[src/rtl/tmds_pkg.sv]
// Shared TMDS receive definitions: control tokens, their codes and
// the word-aligner state encoding.
package tmds_pkg;

    localparam logic [9:0] TOK_C00 = 10'b1101010100;
    localparam logic [9:0] TOK_C01 = 10'b0010101011;
    localparam logic [9:0] TOK_C10 = 10'b0101010100;
    localparam logic [9:0] TOK_C11 = 10'b1010101011;

    localparam logic [1:0] CODE_C00 = 2'b00;
    localparam logic [1:0] CODE_C01 = 2'b01;
    localparam logic [1:0] CODE_C10 = 2'b10;
    localparam logic [1:0] CODE_C11 = 2'b11;

    typedef enum logic {
        SEARCH,
        LOCKED
    } align_state_e;

    typedef struct packed {
        logic       hit;
        logic [1:0] code;
    } tok_match_t;

    function automatic tok_match_t tok_match(input logic [9:0] w);
        tok_match_t t;
        t.hit  = 1'b1;
        t.code = CODE_C00;
        case (w)
            TOK_C00: t.code = CODE_C00;
            TOK_C01: t.code = CODE_C01;
            TOK_C10: t.code = CODE_C10;
            TOK_C11: t.code = CODE_C11;
            default: t.hit = 1'b0;
        endcase
        return t;
    endfunction

endpackage

[src/rtl/tmds_word_align_bitslip_10b.sv]
// Combinational 20-to-10 bit selector; offset 0 picks the older word.
module bitslip_10b (
    input  logic [19:0] cat_i,
    input  logic [3:0]  offset_i,
    output logic [9:0]  word_o
);

    always_comb begin
        word_o = cat_i[9:0];
        case (offset_i)
            4'd0:    word_o = cat_i[9:0];
            4'd1:    word_o = cat_i[10:1];
            4'd2:    word_o = cat_i[11:2];
            4'd3:    word_o = cat_i[12:3];
            4'd4:    word_o = cat_i[13:4];
            4'd5:    word_o = cat_i[14:5];
            4'd6:    word_o = cat_i[15:6];
            4'd7:    word_o = cat_i[16:7];
            4'd8:    word_o = cat_i[17:8];
            4'd9:    word_o = cat_i[18:9];
            default: word_o = cat_i[9:0];
        endcase
    end

endmodule

[src/rtl/tmds_word_align.sv]
// TMDS symbol boundary recovery: scans bit offsets for control-token
// runs, locks on one, and emits aligned symbols with token decode.
import tmds_pkg::*;

module tmds_word_align #(
    parameter int LOCK_CNT    = 8,
    parameter int SEARCH_WAIT = 4096,
    parameter int LOSS_WAIT   = 65536
) (
    input  logic       clk,
    input  logic       rst_n,
    input  logic [9:0] data_in,
    output logic [9:0] data_out,
    output logic       ctrl_valid,
    output logic [1:0] ctrl,
    output logic       locked,
    output logic [3:0] offset
);

    localparam int RW = $clog2(LOCK_CNT + 1);
    localparam int DW = $clog2(SEARCH_WAIT);
    localparam int LW = $clog2(LOSS_WAIT);

    align_state_e state_q;
    logic [9:0]   prev_q;
    logic [9:0]   data_q;
    logic         cv_q;
    logic [1:0]   ctrl_q;
    logic         locked_q;
    logic [3:0]   offset_q;
    logic [RW-1:0] run_q;
    logic [DW-1:0] dwell_q;
    logic [LW-1:0] loss_q;

    logic [9:0]    word;
    tok_match_t    tm;
    logic [RW-1:0] run_inc;
    logic [RW-1:0] run_d;
    logic          qual;

    bitslip_10b u_slip (
        .cat_i    ({data_in, prev_q}),
        .offset_i (offset_q),
        .word_o   (word)
    );

    // run count saturates so a long blanking run keeps qualifying
    always_comb begin
        tm      = tok_match(word);
        run_inc = (run_q == RW'(LOCK_CNT)) ? run_q : run_q + RW'(1);
        run_d   = tm.hit ? run_inc : '0;
        qual    = tm.hit && (run_inc == RW'(LOCK_CNT));
    end

    always_ff @(posedge clk) begin
        if (!rst_n) begin
            state_q  <= SEARCH;
            prev_q   <= '0;
            data_q   <= '0;
            cv_q     <= 1'b0;
            ctrl_q   <= '0;
            locked_q <= 1'b0;
            offset_q <= '0;
            run_q    <= '0;
            dwell_q  <= '0;
            loss_q   <= '0;
        end else begin
            prev_q <= data_in;
            data_q <= word;
            cv_q   <= tm.hit;
            ctrl_q <= tm.hit ? tm.code : 2'b00;
            run_q  <= run_d;
            unique case (state_q)
                SEARCH: begin
                    if (qual) begin
                        state_q  <= LOCKED;
                        locked_q <= 1'b1;
                        dwell_q  <= '0;
                        loss_q   <= '0;
                    end else if (dwell_q == DW'(SEARCH_WAIT - 1)) begin
                        offset_q <= (offset_q == 4'd9) ? 4'd0
                                                       : offset_q + 4'd1;
                        dwell_q  <= '0;
                        run_q    <= '0;
                    end else begin
                        dwell_q <= dwell_q + DW'(1);
                    end
                end
                LOCKED: begin
                    if (qual) begin
                        loss_q <= '0;
                    end else if (loss_q == LW'(LOSS_WAIT - 1)) begin
                        state_q  <= SEARCH;
                        locked_q <= 1'b0;
                        run_q    <= '0;
                        dwell_q  <= '0;
                        loss_q   <= '0;
                    end else begin
                        loss_q <= loss_q + LW'(1);
                    end
                end
            endcase
        end
    end

    assign data_out   = data_q;
    assign ctrl_valid = cv_q;
    assign ctrl       = ctrl_q;
    assign locked     = locked_q;
    assign offset     = offset_q;

endmodule

[config.mk]
export PLATFORM = sky130hd
export DESIGN_NAME = tmds_word_align
export DESIGN_NICKNAME = d
export VERILOG_FILES = /design/src/rtl/tmds_pkg.sv /design/src/rtl/tmds_word_align_bitslip_10b.sv /design/src/rtl/tmds_word_align.sv
export SDC_FILE = /design/constraint.sdc
export NUM_CORES = 1
export LEC_CHECK = 0
export ABC_CLOCK_PERIOD_IN_PS = 4300
export BUFFER_PORTS_ARGS = -buffer_cell sky130_fd_sc_hd__buf_4
export CELL_PAD_IN_SITES_DETAIL_PLACEMENT = 1
export CELL_PAD_IN_SITES_GLOBAL_PLACEMENT = 1
export CORE_MARGIN = 2
export CORE_UTILIZATION = 48
export DETAILED_ROUTE_END_ITERATION = 10
export PLACE_DENSITY_LB_ADDON = 0.1
export SLEW_MARGIN = 0
export SYNTH_ARGS = -nofsm -noshare
export SYNTH_HDL_FRONTEND = slang
export SYNTH_HIERARCHICAL = 1
export SYNTH_SLANG_ARGS = --single-unit
export TNS_END_PERCENT = 30
[constraint.sdc]
create_clock -name clk -period 4.3 [get_ports clk]
set_input_delay 0.43 -clock clk [delete_from_list [all_inputs] [get_ports clk]]
set_output_delay 0.43 -clock clk [all_outputs]
set_load 0.005 [all_outputs]
==> reports/results.ini, run 1 <==
[timing]
finalSetupViolations=0
worst_slew_pin_slew_ps=961.2
finalHoldViolations=0
fin_skew_ps=7.584
period_share_pct=88.59
slew_violations=0
whs_ps=290.4
final.setup.tns_ps=0
fin_crit_ps=3809
max_freq_mhz=262.5
rsz0062_at_grt=no
slew_headroom_pct=35.83

[yosys]
synthFlopType=dfxtp_1
syn_inst=464
ys_seq_elements=61
yosysSeqAreaShare_pct=32.93
yosysWarnings=6
syn_area_um2=3709
synthDistinctLibCells=68
synth_edf_count=0
syn_nets=480
async_reset_ff_share_pct=0
syn_avg_cell_area_um2=7.993

[worst_setup_path]
cpLargestDelayFamily=compound AO/OA/AOI/OAI gates
cp-start-kind=flip-flop
reg2reg_depth=9
worstSetupEndpointType=flip-flop
path_depth=9
path_cells=nor2b_1 > nand3_1 > a22oi_1 > o32a_1 > nand4bb_1 > nor4b_2 > o211a_2 > o211ai_2 > o221ai_1
arrival_ps=4070
critPathSlowestCell=dfxtp_1
critical_path.max_fanout=26
rr_endpoint=dwell_q[4]$_SDFFE_PN0P_
rrSetupSlack_ps=490
cpPeakStageDelay_ps=950
cp-endpoint=dwell_q[4]$_SDFFE_PN0P_
path_class=flip-flop to flip-flop
worst-path-buf-inv=0
crit_start=offset[2]$_SDFFE_PN0P_
reg2reg_from=offset[2]$_SDFFE_PN0P_
required_ps=4560

[global_routing]
grt_pass1_wl_mm=18.17
grt_pass1_vias=3713
grtUsageTotal_pct=26.94
grt.overflow.total=0
antenna_found_initial=0
grt_max_degree=29

[die]
rows=32
io_pins=30
die_w_um=91.90
die_y_um=91.90
initial_utilization_pct=48.75
core_area_um2=7607
dieArea_um2=8446

[layout]
drive_above_1_share_pct=14.49
register_area_um2=1221
multi_input_area_um2=2206
final_nets=501
final_cell_area_um2=4156
num_antenna_cells=0
syn_to_final_growth_pct=12.08
fill_cells=952

[run_status]
outcome=finished clean

[cts]
cts_setup_buffers=0
cts_resized=0
numCtsBuffers=9
postCtsHoldBufs=0
clockBufferDepth=2
cts_tree=yes
cts-root-buf=clkbuf_8
clk_latency_ps=350
h-tree-depth=3
clk_pin_slew_ps=80
clock-sinks=61

[placed_design]
io_buffers=29
gp_congestion=0.9409
hpwl_mm=7.632
place_area_um2=3934

[pwr]
power.total_mw=1.238
ir_drop_uv=162.2
cellPowerDensity_nw_per_um2=297.8
leakage_nw=1.519

[routing]
ant_nets=0
drt_iter0_drc=176
first_pass_iters=5
wire_per_inst_um=18.68
vias=3668
route.detailed.drc=0
wl_mm=11.06
viasPerCell=6.196

[job]
cap_viol_max_count=0

[hold_path]
hp-class=primary input to flip-flop

-- sequential cells by signal, summed over array words and instances (netlist names) --
name and flops:
dwell_q 12, state_q 1, locked 1, data_out 10, loss_q 16, offset 4, ctrl_valid 1, run_q 4
ctrl 2, prev_q 10
-- synth_stat cells (3+ instances only) --
master	instances	area, um2
and4_1	3	26.28
nor3_1	4	20.02
a311oi_1	4	35.03
o221ai_1	5	43.79
o32a_1	5	50.05
inv_1	24	90.09
and2_1	24	150.1
ha_1	4	50.05
a32oi_1	4	35.03
a211oi_1	3	22.52
clkbuf_1	10	37.54
nand3b_1	4	30.03
nand4_1	11	68.82
o21ai_1	3	15.01
and3_1	6	37.54
nor2_1	35	131.4
a22oi_1	3	22.52
xor2_1	6	52.55
o22ai_1	5	31.28
nand2b_1	3	18.77
buf_6	8	90.09
o21ai_0	22	110.1
a31oi_1	12	75.07
xnor2_1	4	35.03
mux2i_1	7	70.07
a21oi_1	34	170.2
or3_1	3	18.77
nor3b_1	4	30.03
buf_2	6	30.03
nand3_1	27	135.1
dfxtp_1	61	1221
nor4_1	3	18.77
o211ai_1	4	30.03
nand2_1	41	153.9
nor2b_1	12	75.07
a221oi_1	4	35.03
buf_4	4	30.03
o22a_1	3	26.28
-- final cells by class --
| type | instances | area share (%) |
|---|---|---|
| multi-input combinational | 350 | 53.07 |
| clock buffer | 9 | 2.980 |
| sequential | 61 | 29.38 |
| inverter | 25 | 2.258 |
| timing repair buffer | 38 | 6.863 |
| tap | 102 | 3.070 |
| clock inverter | 7 | 2.378 |
-- logic make-up after synthesis --
| group | Yosys count | synth area share, % |
|---|---|---|
| multiplexers | 10 | 3.205 |
| buffers and inverters | 53 | 7.591 |
| adder cells (fa/ha/maj) | 4 | 1.350 |
| AO/OA/AOI/OAI | 131 | 24.09 |
| XOR/XNOR | 10 | 2.362 |
| flip-flops | 61 | 32.93 |
| AND/OR/NAND/NOR | 195 | 28.48 |
-- per-layer routing --
metal  track usage (%)  wire, um
met4             14.68       422
met5                 0         0
met2             44.55      5283
met1             32.74      4849
met3             5.588       504
-- metrics by stage --
stage / std cells / utilization (%) / setup slack [ps]
after floorplan: 464 / - / 1462
after global placement: 576 / 51.71 / 732.2
after detailed placement: 576 / 51.71 / 582.6
after CTS: 592 / 54.64 / 575.1
after global routing: 592 / 54.64 / 241.9
final: 592 / 54.64 / 490.6
-- worst reg2reg max path: cells and delay by family, from the launching register on --
family,cells,cell delay (ps)
AOI/OAI and AO/OA,5,1440
DFF,1,950
and+or+nand+nor,4,1340
-- worst min path at each step --
stage | from | endpoint | slack [ps] | cells after the start
floorplan | loss_q[13]$_SDFFE_PN0P_ | loss_q[13]$_SDFFE_PN0P_ | 440 | 1
global placement | loss_q[13]$_SDFFE_PN0P_ | loss_q[13]$_SDFFE_PN0P_ | 460 | 1
detailed placement | loss_q[13]$_SDFFE_PN0P_ | loss_q[13]$_SDFFE_PN0P_ | 490 | 1
CTS | data_in[9] | prev_q[9]$_SDFF_PN0_ | 270 | 2
global route | data_in[9] | prev_q[9]$_SDFF_PN0_ | 280 | 2
finish | data_in[9] | prev_q[9]$_SDFF_PN0_ | 290 | 2
-- report_power, final --
group	total (mW)	leakage [nW]	switching [mW]	internal, mW
Clock	0.584	0.115	0.254	0.330
Combinational	0.0633	0.908	0.0345	0.0287
Sequential	0.590	0.496	0.0137	0.577
-- cells in the final DEF (no fill, tap or decap), drive strengths merged, types with 5 or more instances in the layout --
master / Yosys / layout
a31oi: 12 / 12
and3: 6 / 6
nand2: 42 / 42
dfxtp: 61 / 61
nand3: 27 / 27
inv: 25 / 26
nor2b: 12 / 12
nand4: 11 / 11
and2: 25 / 25
o221ai: 5 / 5
xor2: 6 / 6
o32a: 5 / 5
o21ai: 25 / 25
o22ai: 5 / 5
buf: 18 / 38
nor2: 36 / 36
nor3: 6 / 6
clkbuf: 10 / 9
a21oi: 34 / 34
mux2i: 8 / 8
o211ai: 6 / 6
Note: power is estimated with default switching activity, not from simulation.
==> run 2: changes to the inputs <==
RECOVER_POWER = 100   (was not set)
TNS_END_PERCENT = 20   (was 30)
==> run 2 against run 1 <==
Sequential share of layout area barely moved. Die area unchanged. Utilization is essentially flat. Worst setup slack got worse by 50 ps. Clock skew is 0.56 ps lower. Non-clock buffer count is the same. Flip-flop and latch count stayed put. Register-to-register slack got worse by 50 ps. Global-route usage is the same. Critical path type unchanged. Wire length down 0.52%.
==> reports/results.ini, run 2 (synthesized netlist as in run 1, its figures left out) <==
[layout]
largest_register=loss_q  ; unchanged
num_antenna_cells=0  ; unchanged
final_nets=501  ; unchanged
top_regs=loss_q (16), dwell_q (12)  ; unchanged
drive_above_1_share_pct=14.08  ; was 14.49%
largest_reg_flops=16  ; unchanged
final_common_cell=dfxtp_1  ; unchanged
syn_to_final_growth_pct=11.98  ; was 12.08%
final_cell_area_um2=4153  ; was 4156 um2
final_cell_mix=dfxtp_1, nand2_1, nor2_1, a21oi_1, nand3_1  ; was dfxtp_1, nand2_1, buf_4, nor2_1, a21oi_1

[pwr]
ir_drop_uv=162.2  ; about the same
p_int_mw=0.9343  ; was 0.9355 mW
cellPowerDensity_nw_per_um2=298.0  ; was 297.8 nW/um2
switchingPower_mw=0.3031  ; was 0.3024 mW
pwr-share-seq_pct=47.7  ; about the same
clockPowerShare_pct=47.3  ; was 47.2%
switching_share_pct=24.49  ; was 24.43%
comb_power_share_pct=5.0  ; was 5.1%
leakage_nw=1.506  ; was 1.519 nW

[placed_design]
io_buffers=29  ; unchanged
place_area_um2=3934  ; unchanged
gp_congestion=0.9409  ; unchanged
hpwl_mm=7.632  ; unchanged

[worst_setup_path]
required_ps=4560  ; about the same
path_class=flip-flop to flip-flop  ; unchanged
critical_path.max_fanout=26  ; unchanged
arrival_ps=4120  ; was 4070 ps
worstSetupEndpointType=flip-flop  ; unchanged
cp-start-kind=flip-flop  ; unchanged

[cts]
cts_tree=yes  ; unchanged
cts_resized=0  ; unchanged
clockBufferDepth=2  ; unchanged
clock-sinks=61  ; unchanged
cts_setup_buffers=0  ; unchanged
h-tree-depth=3  ; unchanged
clk_pin_slew_ps=80  ; about the same
clk_latency_ps=350  ; about the same
numCtsBuffers=9  ; unchanged
cts-root-buf=clkbuf_8  ; unchanged
postCtsHoldBufs=0  ; unchanged

[timing]
final.setup.tns_ps=0  ; unchanged
finalSetupViolations=0  ; unchanged
fin_crit_ps=3859  ; was 3809 ps
slew_violations=0  ; unchanged
fin_skew_ps=7.029  ; was 7.584 ps
max_freq_mhz=259.1  ; was 262.5 MHz
slew_headroom_pct=25.01  ; was 35.83%
finalHoldViolations=0  ; unchanged
period_share_pct=89.74  ; was 88.59%
rsz0062_at_grt=no  ; unchanged
worst_slew_pin_slew_ps=1125  ; was 961.2 ps

[die]
dieArea_um2=8446  ; unchanged
io_pins=30  ; unchanged
initial_utilization_pct=48.75  ; unchanged
die_y_um=91.90  ; unchanged
rows=32  ; unchanged
core_area_um2=7607  ; unchanged
die_w_um=91.90  ; unchanged

[global_routing]
grt.overflow.total=0  ; unchanged
grt_pass1_wl_mm=18.17  ; unchanged
antenna_found_initial=0  ; unchanged
grt_max_degree=29  ; unchanged
grtUsageTotal_pct=26.94  ; unchanged
grt_pass1_vias=3713  ; unchanged

[routing]
wl_mm=11.00  ; was 11.06 mm
route.detailed.drc=0  ; unchanged
vias=3683  ; was 3668
drt_iter0_drc=150  ; was 176
ant_nets=0  ; unchanged
viasPerCell=6.221  ; was 6.196
wire_per_inst_um=18.58  ; was 18.68 um
first_pass_iters=5  ; unchanged

[run_status]
outcome=finished clean  ; unchanged

[job]
cap_viol_max_count=0  ; unchanged

[hold_path]
hp-class=primary input to flip-flop  ; unchanged

[run 2: changes by cell type in the layout (fill, tap and decap cells not counted), sizes merged]
cell,delta
buf,-17
clkbuf,+17
[run 2: cell type report]
type	instances	area, um2
fillers	953	3455
well taps	102	127.6
inverters	25	93.84
clock buffers	9	123.9
flip-flops and latches	61	1221
repair buffers	38	281.5
clock inverters	7	98.84
multi-input cells	350	2206
[run 2: stage by stage]
| step | util, % | instances | total power [mW] | hold slack, ps | setup slack (ps) |
|---|---|---|---|---|---|
| after floorplan | - | 464 | 0.6323 | 437.2 | 1462 |
| final | 54.59 | 592 | 1.237 | 292.0 | 441.0 |
| after global routing | 54.59 | 592 | 1.281 | 278.1 | 128.4 |
| after CTS | 54.64 | 592 | 1.254 | 271.5 | 575.1 |
| after global placement | 51.71 | 576 | 0.6636 | 456.3 | 732.2 |
| after detailed placement | 51.71 | 576 | 0.6660 | 486.8 | 582.6 |
[run 2: worst paths after layout]
path                              to                     from  slack, ps  cells past startpoint
max reg2reg  dwell_q[4]$_SDFFE_PN0P_   offset[2]$_SDFFE_PN0P_        440                      9
min             prev_q[9]$_SDFF_PN0_               data_in[9]        290                      2
max          dwell_q[4]$_SDFFE_PN0P_   offset[2]$_SDFFE_PN0P_        440                      9
min reg2reg  loss_q[15]$_SDFFE_PN0P_  loss_q[15]$_SDFFE_PN0P_        510                      2
[run 2: layer usage]
layer  up-vias  track usage, %  wire length, um
met5         -               0                0
met4         0           14.68              470
met1      1788           32.74             4839
li1       1743               -                -
met3        36           5.588              483
met2       116           44.55             5208
[run 2: power by group through the flow]
stage	combinational [mW]	clock [mW]	sequential (mW)
2_1_floorplan	0.0341	0	0.598
3_3_place_gp	0.0609	0	0.603
3_5_place_dp	0.0629	0	0.603
4_1_cts	0.0634	0.600	0.590
5_1_grt	0.0692	0.620	0.591
6_report	0.0621	0.585	0.590
[run 2: worst max-delay path, stage by stage (launching register included)]
cell and delay (ps):
dfxtp_1 930, nor2b_1 590, nand3_1 160, a22oi_1 210
o32a_1 260, nand4bb_1 160, nor4b_2 430, o211a_1 390
o211ai_2 310, o221ai_1 330
==> run 3: changes to the inputs <==
ABC_AREA = 1   (was not set)
CORE_UTILIZATION = 46   (was 48)
==> run 3 against run 2 <==
The flow now finishes with violations (max-capacitance violations, max-slew violations). Combinational power fell by 4.0%. Largest power group unchanged. Die area is 9.7% higher. Maximum frequency grew 2.4%. Count of clock-buffer cells in the layout grew 3. Critical path depth up 3. First-iteration DRC count is 86% higher. Clock power fell by 22%. Utilization shrank 3.0 points. Worst hold slack got worse by 25 ps. Power down 11%. Final cell count is 28% higher.
==> reports/results.ini, run 3 <==
[run_status]
outcome=finished, violations left  ; was finished clean
violations=max-capacitance violations, max-slew violations

[yosys]
synth.most_common_cell=nand2_1  ; was dfxtp_1
synth_mux_area_share_pct=0  ; was 3.205%
synthDistinctLibCells=33  ; was 68
synth_top_area_cell=dfxtp_1  ; unchanged
synth_area_leaders=dfxtp_1, nand3_1, nand2_1, nor2_1, inv_1  ; was dfxtp_1, a21oi_1, nand2_1, and2_1, nand3_1
yosys.area_share.simple_pct=46.90  ; was 28.48%
yosysWarnings=6  ; unchanged
synth_edf_count=0  ; unchanged
syn_inst=638  ; was 464
syn_avg_cell_area_um2=6.134  ; was 7.993 um2
ys_seq_elements=61  ; unchanged
synthFlopType=dfxtp_1  ; unchanged
syn_area_um2=3914  ; was 3709 um2
syn_nets=654  ; was 480
yosysSeqAreaShare_pct=31.20  ; was 32.93%
async_reset_ff_share_pct=0  ; unchanged
yosys-top-cells-count=nand2_1, nand3_1, nor2_1  ; was dfxtp_1, nand2_1, nor2_1
synthAdderAreaFrac_pct=1.279  ; was 1.350%
synth_top_family_by_area=simple AND/OR/NAND/NOR gates  ; unchanged
synth-compound-area-share_pct=6.586  ; was 24.09%
yosysTopAreaCellShare_pct=31.20  ; was 32.93%
synth-xor-area-share_pct=2.462  ; was 2.362%

[cts]
cts_tree=yes  ; unchanged
clock-sinks=61  ; unchanged
cts_setup_buffers=0  ; unchanged
cts-root-buf=clkbuf_8  ; unchanged
h-tree-depth=3  ; unchanged
cts_resized=0  ; unchanged
clockBufferDepth=2  ; unchanged
clk_latency_ps=340  ; was 350 ps
numCtsBuffers=9  ; unchanged
postCtsHoldBufs=0  ; unchanged
clk_pin_slew_ps=70  ; was 80 ps

[layout]
final_cell_mix=nand2_1, nand3_1, nor2_1, inv_1, dfxtp_1  ; was dfxtp_1, nand2_1, nor2_1, a21oi_1, nand3_1
largest_register=loss_q  ; unchanged
final_nets=663  ; was 501
top_regs=loss_q (16), dwell_q (12)  ; unchanged
fill_cells=1165  ; was 953
utilization_pct=51.64  ; was 54.59%
final_common_cell=nand2_1  ; was dfxtp_1
largest_reg_flops=16  ; unchanged
drive_above_1_share_pct=9.202  ; was 14.08%
syn_to_final_growth_pct=8.408  ; was 11.98%
final_cell_area_um2=4243  ; was 4153 um2
num_antenna_cells=0  ; unchanged

[worst_setup_path]
worstSetupEndpointType=flip-flop  ; unchanged
cpPeakStageDelay_ps=660  ; was 930 ps
path_cells=nor2_2 > and3_1 > nand2_1 > nand4_1 > inv_1 > nor2_1 > nand4_1 > nand2_1 > nand2_2 > nand2_1 > nand3_1 > a21oi_1  ; was nor2b_1 > nand3_1 > a22oi_1 > o32a_1 > nand4bb_1 > nor4b_2 > o211a_1 > o211ai_2 > o221ai_1
critical_path.max_fanout=31  ; was 26
cp-start-kind=flip-flop  ; unchanged
path_common_cell=nand2_1
rrSetupSlack_ps=530  ; was 440 ps
critPathSlowestCell=nor2_2  ; was dfxtp_1
arrival_ps=4040  ; was 4120 ps
required_ps=4570  ; was 4560 ps
path_class=flip-flop to flip-flop  ; unchanged

[timing]
finalHoldViolations=0  ; unchanged
max_freq_mhz=265.3  ; was 259.1 MHz
worst_slew_pin_slew_ps=1657  ; was 1125 ps
rsz0062_at_grt=no  ; unchanged
slew_headroom_pct=-10.47  ; was 25.01%
fin_crit_ps=3770  ; was 3859 ps
fin_skew_ps=13.58  ; was 7.029 ps
period_share_pct=87.66  ; was 89.74%
final.setup.tns_ps=0  ; unchanged
fin_ws_ps=530.4  ; was 441.0 ps
slew_violations=35  ; was 0
finalSetupViolations=0  ; unchanged

[die]
die_y_um=96.24  ; was 91.90 um
core_area_um2=8217  ; was 7607 um2
initial_utilization_pct=47.63  ; was 48.75%
dieArea_um2=9262  ; was 8446 um2
io_pins=30  ; unchanged
die_w_um=96.24  ; was 91.90 um
rows=33  ; was 32

[routing]
vias=4214  ; was 3683
route.detailed.drc=0  ; unchanged
drt_iter0_drc=279  ; was 150
wl_mm=11.86  ; was 11.00 mm
first_pass_iters=4  ; was 5
ant_nets=0  ; unchanged
viasPerCell=5.567  ; was 6.221
wire_per_inst_um=15.67  ; was 18.58 um

[pwr]
leakage_nw=1.915  ; was 1.506 nW
cellPowerDensity_nw_per_um2=260.3  ; was 298.0 nW/um2
ir_drop_uv=188.4  ; was 162.2 uV
power.total_mw=1.104  ; was 1.237 mW

[global_routing]
grt_pass1_wl_mm=19.71  ; was 18.17 mm
grt_pass1_vias=4129  ; was 3713
grt_max_degree=35  ; was 29
grt.overflow.total=0  ; unchanged
grtUsageTotal_pct=27.37  ; was 26.94%
antenna_found_initial=0  ; unchanged

[placed_design]
gp_congestion=0.9027  ; was 0.9409
place_area_um2=4106  ; was 3934 um2
pre_cts_slack_ps=827.3  ; was 582.6 ps
hpwl_mm=8.278  ; was 7.632 mm
io_buffers=29  ; unchanged

[job]
cap_viol_max_count=1  ; was 0

[hold_path]
hp-class=primary input to flip-flop  ; unchanged

## run 3: report_power, final
group / switching [mW] / internal [mW] / leakage, nW
clock: 0.233 / 0.223 / 0.0901
combinational: 0.0377 / 0.0219 / 1.33
sequential: 0.0126 / 0.576 / 0.496
total: 0.283 / 0.821 / 1.91
## run 3: layout make-up
class                   count  area [um2]  share of cell area, %
clock inverters             4       23.77                 0.5603
repair buffers             35       232.7                  5.485
inverters                  67       251.5                  5.927
flip-flops and latches     61        1221                  28.78
clock buffers              12       145.1                  3.421
well taps                 105       131.4                  3.096
multi-input cells         473        2237                  52.73
## run 3: cells by family (layout without fill, tap and decap cells)
family / Yosys count / count (layout)
buffers and inverters: 104 / 118
AOI/OAI and AO/OA: 49 / 49
and+or+nand+nor: 409 / 409
adders and majority gates: 4 / 4
xor gates and xnor gates: 11 / 11
DFF: 61 / 61
## run 3: stage by stage
step                cells  hold WS (ps)
floorplan             638         446.6
global placement      741         470.1
detailed placement    741         489.5
CTS                   757         255.7
global route          757         261.0
finish                757         266.9
## run 3: critical path, delay by kind of cell (launching register included)
kind / cells / cell delay (ps)
buffers and inverters: 1 / 90
AOI/OAI and AO/OA: 1 / 160
and+or+nand+nor: 10 / 3010
DFF: 1 / 410
## run 3: final timing paths
path                           start                       to  cells after the start
min                       data_in[9]     prev_q[9]$_SDFF_PN0_                      3
max           offset[2]$_SDFFE_PN0P_  dwell_q[8]$_SDFFE_PN0P_                     12
max reg2reg   offset[2]$_SDFFE_PN0P_  dwell_q[8]$_SDFFE_PN0P_                     12
min reg2reg  loss_q[12]$_SDFFE_PN0P_  loss_q[12]$_SDFFE_PN0P_                      1
## run 3: metal layers
layer | wire [um] | GRT usage [%] | vias up
met5 | 0 | 0 | -
met4 | 167 | 7.976 | 0
met3 | 626 | 5.638 | 13
met2 | 5556 | 44.27 | 98
met1 | 5512 | 36.66 | 2011
li1 | - | - | 2092
